[config.mk]
export PLATFORM = sky130hd
export DESIGN_NAME = stack_exec_flat
export DESIGN_NICKNAME = d
export VERILOG_FILES = /design/src/rtl/stack_pkg.sv /design/src/rtl/stack_exec_if.sv /design/src/rtl/stack_regfile.sv /design/src/rtl/stack_exec.sv /design/src/flat_wrapper.sv
export SDC_FILE = /design/constraint.sdc
export NUM_CORES = 1
export LEC_CHECK = 0
export CAP_MARGIN = 0
export CORE_MARGIN = 2
export CORE_UTILIZATION = 45
export CTS_CLUSTER_SIZE = 14
export DETAILED_ROUTE_END_ITERATION = 16
export GPL_TIMING_DRIVEN = 1
export HOLD_SLACK_MARGIN = 0.06
export PLACE_DENSITY = 0.66
export SYNTH_ARGS = -nofsm -noshare
export SYNTH_HDL_FRONTEND = slang
export SYNTH_SLANG_ARGS = --single-unit
[constraint.sdc]
create_clock -name clk -period 5.6 [get_ports clk]
set_input_delay 0.56 -clock clk [delete_from_list [all_inputs] [get_ports clk]]
set_output_delay 0.56 -clock clk [all_outputs]
set_load 0.1 [all_outputs]
[src/rtl/stack_pkg.sv]
// Shared encodings for the operand-stack execution stage: command codes,
// ALU opcodes and the two-state sequencer encoding.
package stack_pkg;

  localparam logic [1:0] CMD_PUSH = 2'b00;
  localparam logic [1:0] CMD_POP  = 2'b01;
  localparam logic [1:0] CMD_ALU  = 2'b10;
  localparam logic [1:0] CMD_NOP  = 2'b11;

  localparam logic [1:0] OP_ADD = 2'b00;
  localparam logic [1:0] OP_SUB = 2'b01;
  localparam logic [1:0] OP_AND = 2'b10;
  localparam logic [1:0] OP_OR  = 2'b11;

  typedef enum logic {
    ST_IDLE = 1'b0,
    ST_EXEC = 1'b1
  } state_e;

endpackage

[src/rtl/stack_exec_if.sv]
// Command channel into the stack execution stage (valid/ready handshake).
interface stack_exec_if #(
  parameter int WIDTH = 16
);
  logic             cmd_valid;
  logic             cmd_ready;
  logic [1:0]       cmd_code;
  logic [1:0]       cmd_aluop;
  logic [WIDTH-1:0] cmd_data;

  modport master (output cmd_valid, cmd_code, cmd_aluop, cmd_data, input cmd_ready);
  modport slave  (input cmd_valid, cmd_code, cmd_aluop, cmd_data, output cmd_ready);
endinterface

[src/rtl/stack_regfile.sv]
// Stack storage: one synchronous write port and combinational reads of the
// top and next-of-stack entries. Contents are never reset.
module stack_regfile #(
  parameter  int WIDTH = 16,
  parameter  int DEPTH = 8,
  localparam int AW    = $clog2(DEPTH)
) (
  input  logic             clk,
  input  logic             we,
  input  logic [AW-1:0]    waddr,
  input  logic [WIDTH-1:0] wdata,
  input  logic [AW-1:0]    top_addr,
  input  logic [AW-1:0]    nxt_addr,
  output logic [WIDTH-1:0] top_data,
  output logic [WIDTH-1:0] nxt_data
);
  logic [WIDTH-1:0] mem_q [DEPTH];

  always_ff @(posedge clk) begin
    if (we) mem_q[waddr] <= wdata;
  end

  assign top_data = mem_q[top_addr];
  assign nxt_data = mem_q[nxt_addr];
endmodule

[src/rtl/stack_exec.sv]
// Operand-stack execution stage: PUSH/POP/ALU commands over valid/ready,
// ALU operands registered for one evaluation cycle, result written back as NOS.
module stack_exec
  import stack_pkg::*;
#(
  parameter  int WIDTH = 16,
  parameter  int DEPTH = 8,
  localparam int DW    = $clog2(DEPTH + 1),
  localparam int AW    = $clog2(DEPTH)
) (
  input  logic             clk,
  input  logic             reset,
  stack_exec_if.slave      cmd,
  output logic [1:0]       alu_op,
  output logic [WIDTH-1:0] alu_a,
  output logic [WIDTH-1:0] alu_b,
  input  logic [WIDTH-1:0] alu_result,
  input  logic             alu_cout,
  output logic [WIDTH-1:0] tos,
  output logic [DW-1:0]    depth,
  output logic             empty,
  output logic             full,
  output logic             carry_flag,
  output logic             err
);
  state_e           state_q, state_d;
  logic [DW-1:0]    depth_q, depth_d;
  logic             carry_q, carry_d;
  logic             err_q, err_d;
  logic [1:0]       alu_op_q, alu_op_d;
  logic [WIDTH-1:0] alu_a_q, alu_a_d, alu_b_q, alu_b_d;

  logic             we;
  logic [AW-1:0]    waddr;
  logic [WIDTH-1:0] wdata;
  logic [AW-1:0]    top_addr, nxt_addr;
  logic [WIDTH-1:0] top_data, nxt_data;
  logic             accept;

  assign top_addr = AW'(depth_q - DW'(1));
  assign nxt_addr = AW'(depth_q - DW'(2));

  stack_regfile #(.WIDTH(WIDTH), .DEPTH(DEPTH)) u_regfile (
    .clk      (clk),
    .we       (we),
    .waddr    (waddr),
    .wdata    (wdata),
    .top_addr (top_addr),
    .nxt_addr (nxt_addr),
    .top_data (top_data),
    .nxt_data (nxt_data)
  );

  assign cmd.cmd_ready = (state_q == ST_IDLE) && !reset;
  assign accept        = cmd.cmd_valid && cmd.cmd_ready;

  always_comb begin
    state_d  = state_q;
    depth_d  = depth_q;
    carry_d  = carry_q;
    err_d    = 1'b0;
    alu_op_d = alu_op_q;
    alu_a_d  = alu_a_q;
    alu_b_d  = alu_b_q;
    we       = 1'b0;
    waddr    = '0;
    wdata    = '0;
    unique case (state_q)
      ST_IDLE: begin
        if (accept) begin
          unique case (cmd.cmd_code)
            CMD_PUSH: begin
              if (full) begin
                err_d = 1'b1;
              end else begin
                we      = 1'b1;
                waddr   = AW'(depth_q);
                wdata   = cmd.cmd_data;
                depth_d = depth_q + DW'(1);
              end
            end
            CMD_POP: begin
              if (empty) err_d = 1'b1;
              else       depth_d = depth_q - DW'(1);
            end
            CMD_ALU: begin
              if (depth_q < DW'(2)) begin
                err_d = 1'b1;
              end else begin
                alu_a_d  = nxt_data;
                alu_b_d  = top_data;
                alu_op_d = cmd.cmd_aluop;
                state_d  = ST_EXEC;
              end
            end
            default: ;
          endcase
        end
      end
      ST_EXEC: begin
        // Result replaces NOS; the stack shrinks by one. Reset aborts the write.
        we      = !reset;
        waddr   = AW'(depth_q - DW'(2));
        wdata   = alu_result;
        depth_d = depth_q - DW'(1);
        carry_d = alu_cout;
        state_d = ST_IDLE;
      end
      default: state_d = ST_IDLE;
    endcase
  end

  always_ff @(posedge clk) begin
    if (reset) begin
      state_q  <= ST_IDLE;
      depth_q  <= '0;
      carry_q  <= 1'b0;
      err_q    <= 1'b0;
      alu_op_q <= '0;
      alu_a_q  <= '0;
      alu_b_q  <= '0;
    end else begin
      state_q  <= state_d;
      depth_q  <= depth_d;
      carry_q  <= carry_d;
      err_q    <= err_d;
      alu_op_q <= alu_op_d;
      alu_a_q  <= alu_a_d;
      alu_b_q  <= alu_b_d;
    end
  end

  assign tos        = (depth_q == '0) ? '0 : top_data;
  assign depth      = depth_q;
  assign empty      = (depth_q == '0);
  assign full       = (depth_q == DW'(DEPTH));
  assign carry_flag = carry_q;
  assign err        = err_q;
  assign alu_op     = alu_op_q;
  assign alu_a      = alu_a_q;
  assign alu_b      = alu_b_q;
endmodule

[src/flat_wrapper.sv]
// flat-port wrapper written by rule: the top's interface ports become plain ports
module stack_exec_flat import stack_pkg::*;
#(
  parameter  int WIDTH = 16,
  parameter  int DEPTH = 8,
  localparam int DW    = $clog2(DEPTH + 1),
  localparam int AW    = $clog2(DEPTH)
)
  (clk, reset, alu_op, alu_a, alu_b, alu_result, alu_cout, tos, depth, empty, full, carry_flag, err, cmd_cmd_valid, cmd_cmd_code, cmd_cmd_aluop, cmd_cmd_data, cmd_cmd_ready);
  stack_exec_if #(.WIDTH(WIDTH)) cmd_i ();
  input  logic clk;
  input  logic reset;
  output logic [1:0] alu_op;
  output logic [WIDTH-1:0] alu_a;
  output logic [WIDTH-1:0] alu_b;
  input  logic [WIDTH-1:0] alu_result;
  input  logic alu_cout;
  output logic [WIDTH-1:0] tos;
  output logic [DW-1:0] depth;
  output logic empty;
  output logic full;
  output logic carry_flag;
  output logic err;
  input wire logic [$bits(cmd_i.cmd_valid)-1:0] cmd_cmd_valid;
  input wire logic [$bits(cmd_i.cmd_code)-1:0] cmd_cmd_code;
  input wire logic [$bits(cmd_i.cmd_aluop)-1:0] cmd_cmd_aluop;
  input wire logic [$bits(cmd_i.cmd_data)-1:0] cmd_cmd_data;
  output wire logic [$bits(cmd_i.cmd_ready)-1:0] cmd_cmd_ready;
  assign cmd_i.cmd_valid = cmd_cmd_valid;
  assign cmd_i.cmd_code = cmd_cmd_code;
  assign cmd_i.cmd_aluop = cmd_cmd_aluop;
  assign cmd_i.cmd_data = cmd_cmd_data;
  assign cmd_cmd_ready = cmd_i.cmd_ready;
  stack_exec #(.WIDTH(WIDTH), .DEPTH(DEPTH)) u_core (.clk(clk), .reset(reset), .cmd(cmd_i), .alu_op(alu_op), .alu_a(alu_a), .alu_b(alu_b), .alu_result(alu_result), .alu_cout(alu_cout), .tos(tos), .depth(depth), .empty(empty), .full(full), .carry_flag(carry_flag), .err(err));
endmodule
# Yosys cells after proc, flatten, opt, wreduce, memory -nomap -nowiden
# Memories as Yosys holds them, arrays and structs flattened. A register that Yosys moved wholly into a read port is not among the register bits.
# Cells that the tools add are included.
dict set report word_totals {
  regBits 25
  ram_bits 128
  in_bits 40
  elab_cells 57
  n_memories 1
}
# memory depth word_bits read_ports rd_ports_with_merged_regs wr line_no
set mem_list {}
lappend mem_list {u_core.u_regfile.mem_q 8 16 2 1 1 stack_regfile.sv:17} ;# logic [WIDTH-1:0] mem_q [DEPTH];
dict set report classes {
  add_sub_neg 3
  n_lt_le_gt_ge 1
  eq_ne 7
  muxes 28
  bitwise_logic 3
  n_reduce_logical 8
}
# op n
set op_table {}
lappend op_table {{16-bit 2-to-1 mux} 4}
lappend op_table {{16-bit case mux with 2 select lines} 1}
lappend op_table {{4-bit case mux with 2 select lines} 2}
lappend op_table {{4-bit 2-to-1 mux} 3}
lappend op_table {{1-bit 2-to-1 mux} 11}
lappend op_table {{3-bit 2-to-1 mux} 3}
lappend op_table {{3-bit != test (second input constant)} 3}
lappend op_table {{4-bit AND reduction} 2}
lappend op_table {{3-bit case mux with 2 select lines} 1}
lappend op_table {{4-bit by 1-bit adder with 4-bit output (second input constant)} 1}
lappend op_table {{4-bit equality test (second input constant)} 1}
lappend op_table {{4-bit logical NOT} 1}
lappend op_table {{4-bit by 2-bit < comparator with 1-bit output (second input constant)} 1}
lappend op_table {{1-bit case mux with 2 select lines} 2}
lappend op_table {{4-bit by 1-bit subtractor with 4-bit output (second input constant)} 1}
lappend op_table {{1-bit inverter} 3}
lappend op_table {{1-bit case mux with 3 select lines} 1}
lappend op_table {{3-bit OR reduction} 1}
lappend op_table {{3-bit by 2-bit subtractor with 3-bit output (second input constant)} 1}
lappend op_table {{2-bit by 1-bit equality test with 1-bit output (second input constant)} 1}
lappend op_table {{2-bit equality test (second input constant)} 1}
lappend op_table {{1-bit logical AND} 2}
lappend op_table {{2-bit logical NOT} 1}
lappend op_table {{2-bit by 1-bit != test with 1-bit output (second input constant)} 1}
lappend op_table {{1-bit logical NOT} 1}

# Longest topological paths before layout
dict set report logic_depth {
  ltp_word 7
  ltp_mapped 12
}

# Cells and area by module
# Synthesis repeated with hierarchy kept, for this count alone.
dict set report hier_totals {
  cells_unflattened 510
  hier_area_um2 8061.5
}
# mod n_inst cells_each area_per_inst_um2 seq_area_each_um2
set by_module_without_submodules {}
lappend by_module_without_submodules {stack_regfile 1 255 6044.5 3843.7}
lappend by_module_without_submodules {stack_exec 1 255 2016.9 820.8}

# Worst setup path after synthesis
# OpenSTA, ideal clock, no wires.
dict set report synth_path {
  kind {register -> output}
  start {register u_core.depth_q[0] (netlist: u_core.depth[0])}
  end {output port tos[10]}
  arrival_ps 4979
  required_ps 5040
  slack_ps 61
  path_stages_with_launch 11
  cell_sequence {dfxtp_1 -> buf_2 -> buf_2 -> clkinv_1 -> clkbuf_1 -> ha_1 -> nor2b_1 -> nor2b_1 -> clkbuf_1 -> clkbuf_1 -> nor2_1}
}
# element line_no
set synth_lines {}
lappend synth_lines {{start: declaration} stack_exec.sv:27} ;# logic [DW-1:0] depth_q, depth_d;
lappend synth_lines {{start signal: assignment} stack_exec.sv:124} ;# depth_q <= depth_d;
lappend synth_lines {{4-bit logical NOT} --}
lappend synth_lines {{via empty} flat_wrapper.sv:20} ;# output logic empty;
lappend synth_lines {{16-bit 2-to-1 mux} stack_exec.sv:133} ;# assign tos = (depth_q == '0) ? '0 : top_data;
lappend synth_lines {{end: declaration} flat_wrapper.sv:18} ;# output logic [WIDTH-1:0] tos;
# The timed path passes the listed nets, and every way through them passes these cells.

# Final worst setup path
dict set report layout_path {
  start {register u_core.depth_q[1] (netlist: u_core.depth[1])}
  end {output port tos[12]}
}
dict set report layout_via {
  elab_chain_cells 3
}
# element line_no
set layout_rtl {}
lappend layout_rtl {{4-bit by 1-bit subtractor with 4-bit output} --}
lappend layout_rtl {{memory read 8 x 16 bit} --}
lappend layout_rtl {{16-bit 2-to-1 mux (*)} stack_exec.sv:133}
# Every way passes the cells marked *; elsewhere a longest branch is shown, timed or not.

==> summary.md <==
| Metric | Value |
|---|---|
| Outcome | `completed` |
| Slowest CP cell | `ha_4` |
| WS Path Type | `register to output port` |
| Proportion of layout cells with a drive suffix above 1 | `18.0%` |
| Die area | `0.0189 mm^2` |
| Detailed Route WL | `20000 um` |
| Filler Cell Count | `1381` |
| Cells after Synth | `605` |
| Clk_lat worst skew | `0.43 ns` |
| Vias in the first global route | `5357` |
| R2r endpoint | `u_core.u_regfile.mem_q[2][2]$_DFFE_PP_` |
| Worst vdd rail ir drop | `0.203 mV` |
| Crit path DAT | `3.18 ns` |
| Lkg Pwr | `3.13 nW` |
| Row count | `48` |
| Synth Area in Adders | `0.779%` |
| Congestion Overflow GR | `0` |
| Remaining DRCs | `0` |
| Die width | `138 um` |
| Register Area | `0.00467 mm^2` |
| Nets | `736` |
| Place WS | `1.84 ns` |
| Max-slew violations | `0` |
| CTS buffer count | `17` |
| Final instance area | `0.00980 mm^2` |
| Via-to-Cell Ratio | `5.95` |
| Area fraction in compound gates after synthesis | `7.42%` |
| Layout area overhead | `22.0%` |
| Ant. Diodes | `0` |
| Wirelength per Cell | `21.6 um` |
| Root Buffer | `clkbuf_16` |
| Pwr Total | `2.80 mW` |
| Fin crit period | `3.74 ns` |
| Post-Layout Cell Count | `929` |
| DR pass1 iterations | `5` |
| DRT antenna net count | `0` |
| Crit Reg-Reg Startpoint | `u_core.depth[1]$_SDFFE_PP0P_` |
| TNS Setup | `0 ns` |
| GP Congestion | `0.827` |
| Skew final | `0.00789 ns` |
| Clock Pin Slew Worst Setup and Hold Paths | `0.06 ns` |
| Pwr/cell area | `286 mW/mm^2` |
| XOR/XNOR share of the synthesized area | `0.327%` |
| Max-slew headroom | `26.5%` |
| Multi-input gate area in the final layout | `0.00312 mm^2` |
| #FFs+latches synth | `169` |
| Std-Cell Core Area | `0.0174 mm^2` |
| Max Cap Viol | `0` |
| CTS HTree Levels | `4` |
| Hold path start | `u_core.alu_op[1]$_SDFFE_PP0P_` |
| Mux cell area share after synthesis | `17.3%` |
| DIE HEIGHT | `138 um` |
| WHS | `0.457 ns` |
| Net Count, Synth | `650` |
| Initial Util | `46.3%` |
| Final-report setup violation count | `0` |
| Post-synthesis simple-gate area fraction | `12.6%` |
| Fmax | `268 MHz` |
| Hold Path Stages | `2` |
| Reg-to-reg slack, setup | `2.44 ns` |
| WHS Endpoint | `u_core.alu_op[1]$_SDFFE_PP0P_` |
| RSZ-0062 raised after global routing | `no` |
| Largest net degree at the start of global routing | `67` |
| Setup Fix Bufs, Post-CTS | `0` |
| Area of the mapped netlist | `0.00803 mm^2` |
| Bufs on Longest Clock Path | `2` |
| Cell total after placement | `897` |
| Hold Buf Count CTS | `0` |
| Final Util | `56.5%` |
| Final Cycle Share | `66.7%` |
| Iteration-0 DRC Markers | `463` |
| Final hold vios | `0` |
| Post-DP HPWL | `13100 um` |
| Least-Margin Pin Slew | `1.10 ns` |
| HP Class | `register to register` |
| Endpoint class of the critical path | `output port` |
| First-pass GRT wire length | `30300 um` |
| CP most frequent cell | `buf_4` |
| Worst path required time | `5.04 ns` |
| Yosys cell types | `46` |
| Largest family of logic cells by synthesized area | `multiplexers` |
| Final worst slack | `1.86 ns` |
| Yosys warning total | `0` |
| Worst Path Max Fanout | `66` |
| CTS tree | `built` |
| FFs w/ async S/R, synth | `0%` |
| Max incr delay on CP | `1.04 ns` |
| Main synth FF type | `edfxtp_1` |
| EDFF count, synth | `128` |
| Avg Cell Area, Syn | `13.3 um^2` |
| Post-CTS sizing | `0` |
| Clk sinks | `169` |
| I/O Buffers | `98` |
| Reg2Reg Depth | `8` |
| Seq/Total Area, Yosys | `58.1%` |
| Cell Chain, Critical Path | `clkinv_1, buf_4, ha_4, mux2i_1, nand3_1, nand4_1, nor2_1, buf_4` |
| Initial antenna violation count | `0` |
| Area post-placement | `0.00922 mm^2` |
| Via count | `5524` |
| CP Launch Type | `register` |
| Io pins | `99` |
| Global Route Usage Sum | `22.0%` |
## cell families after synthesis
| kind of cell | Yosys count |
|---|---|
| AO/OA/AOI/OAI | 68 |
| XOR/XNOR | 3 |
| adder cells (fa/ha/maj) | 5 |
| buffers and inverters | 59 |
| flip-flops | 169 |
| multiplexers | 99 |
| AND/OR/NAND/NOR | 202 |
## flip-flops by register name (all words and copies together), names as in the netlist
signal,flops
u_core.alu_a,16
u_core.err,1
u_core.depth,4
u_core.alu_op,2
u_core.state_q,1
u_core.alu_b,16
u_core.carry_flag,1
u_core.u_regfile.mem_q,128
## worst max path at each step
stage | startpoint | end
after floorplan | u_core.depth[0]$_SDFFE_PP0P_ | tos[10]
after global placement | cmd_cmd_code[1] | u_core.u_regfile.mem_q[2][0]$_DFFE_PP_
after detailed placement | cmd_cmd_code[1] | u_core.u_regfile.mem_q[2][1]$_DFFE_PP_
after CTS | u_core.depth[1]$_SDFFE_PP0P_ | tos[0]
after global routing | u_core.depth[1]$_SDFFE_PP0P_ | tos[12]
final | u_core.depth[1]$_SDFFE_PP0P_ | tos[12]
## synth_stat cells (16+ instances only)
cell | instances | area share (%)
edfxtp_1 | 128 | 48
a22o_1 | 16 | 1.7
dfxtp_1 | 41 | 10
nand4_1 | 16 | 1.2
nand3_1 | 65 | 4.1
mux4_2 | 32 | 9.0
mux2i_1 | 66 | 8.2
clkbuf_1 | 34 | 1.6
o21ai_0 | 18 | 1.1
nand3b_1 | 17 | 1.6
nand2_1 | 41 | 1.9
nor2_1 | 41 | 1.9
## cells in the final DEF (no fill, tap or decap), drive strengths merged, types with 2 or more instances in the layout
cell,Yosys,layout
edfxtp,128,128
clkdlybuf4s50,0,80
mux2i,66,66
nand3,65,65
nor2,41,41
nand2,41,41
dfxtp,41,41
buf,20,41
mux4,32,32
o21ai,18,18
nand3b,17,17
clkbuf,34,17
nand4,16,16
a22o,16,16
a311oi,16,16
inv,2,9
nor3,8,8
clkinv,3,7
a21oi,6,6
nor2b,5,5
ha,5,5
or3,3,3
o211ai,3,3
bufinv,0,2
clkinvlp,0,2
xor2,2,2
o22ai,2,2
## critical path, delay by kind of cell, from the launching register on
family,cells,cell delay (ns)
adder cells (fa/ha/maj),1,1.04
buffers and inverters,3,0.60
flip-flops,1,0.33
multiplexers,1,0.19
AND/OR/NAND/NOR,3,0.53
## cell type report
cell class                      instances  area share (%)
Sequential cell                       169            47.6
Multi-Input combinational cell        377            31.9
Timing Repair Buffer                  121            11.4
Clock buffer                           17            4.34
Tap cell                              225            2.87
Clock inverter                         15            1.65
Inverter                                5           0.243
## report_power, final
group          total, mW  internal [mW]  switching, mW
Combinational      0.296          0.106          0.189
Clock               1.16          0.664          0.497
Sequential          1.35           1.34        0.00528
Total               2.80           2.11          0.691
## routing by layer
layer	GRT usage (%)	up-vias	part of all wire (%)
met5	0	-	0
met4	8.99	0	2.1
met3	3.53	34	6.4
met2	36.0	226	48
met1	29.5	2760	43
li1	-	2504	-
No activity file was read; power rests on OpenSTA's default activity.
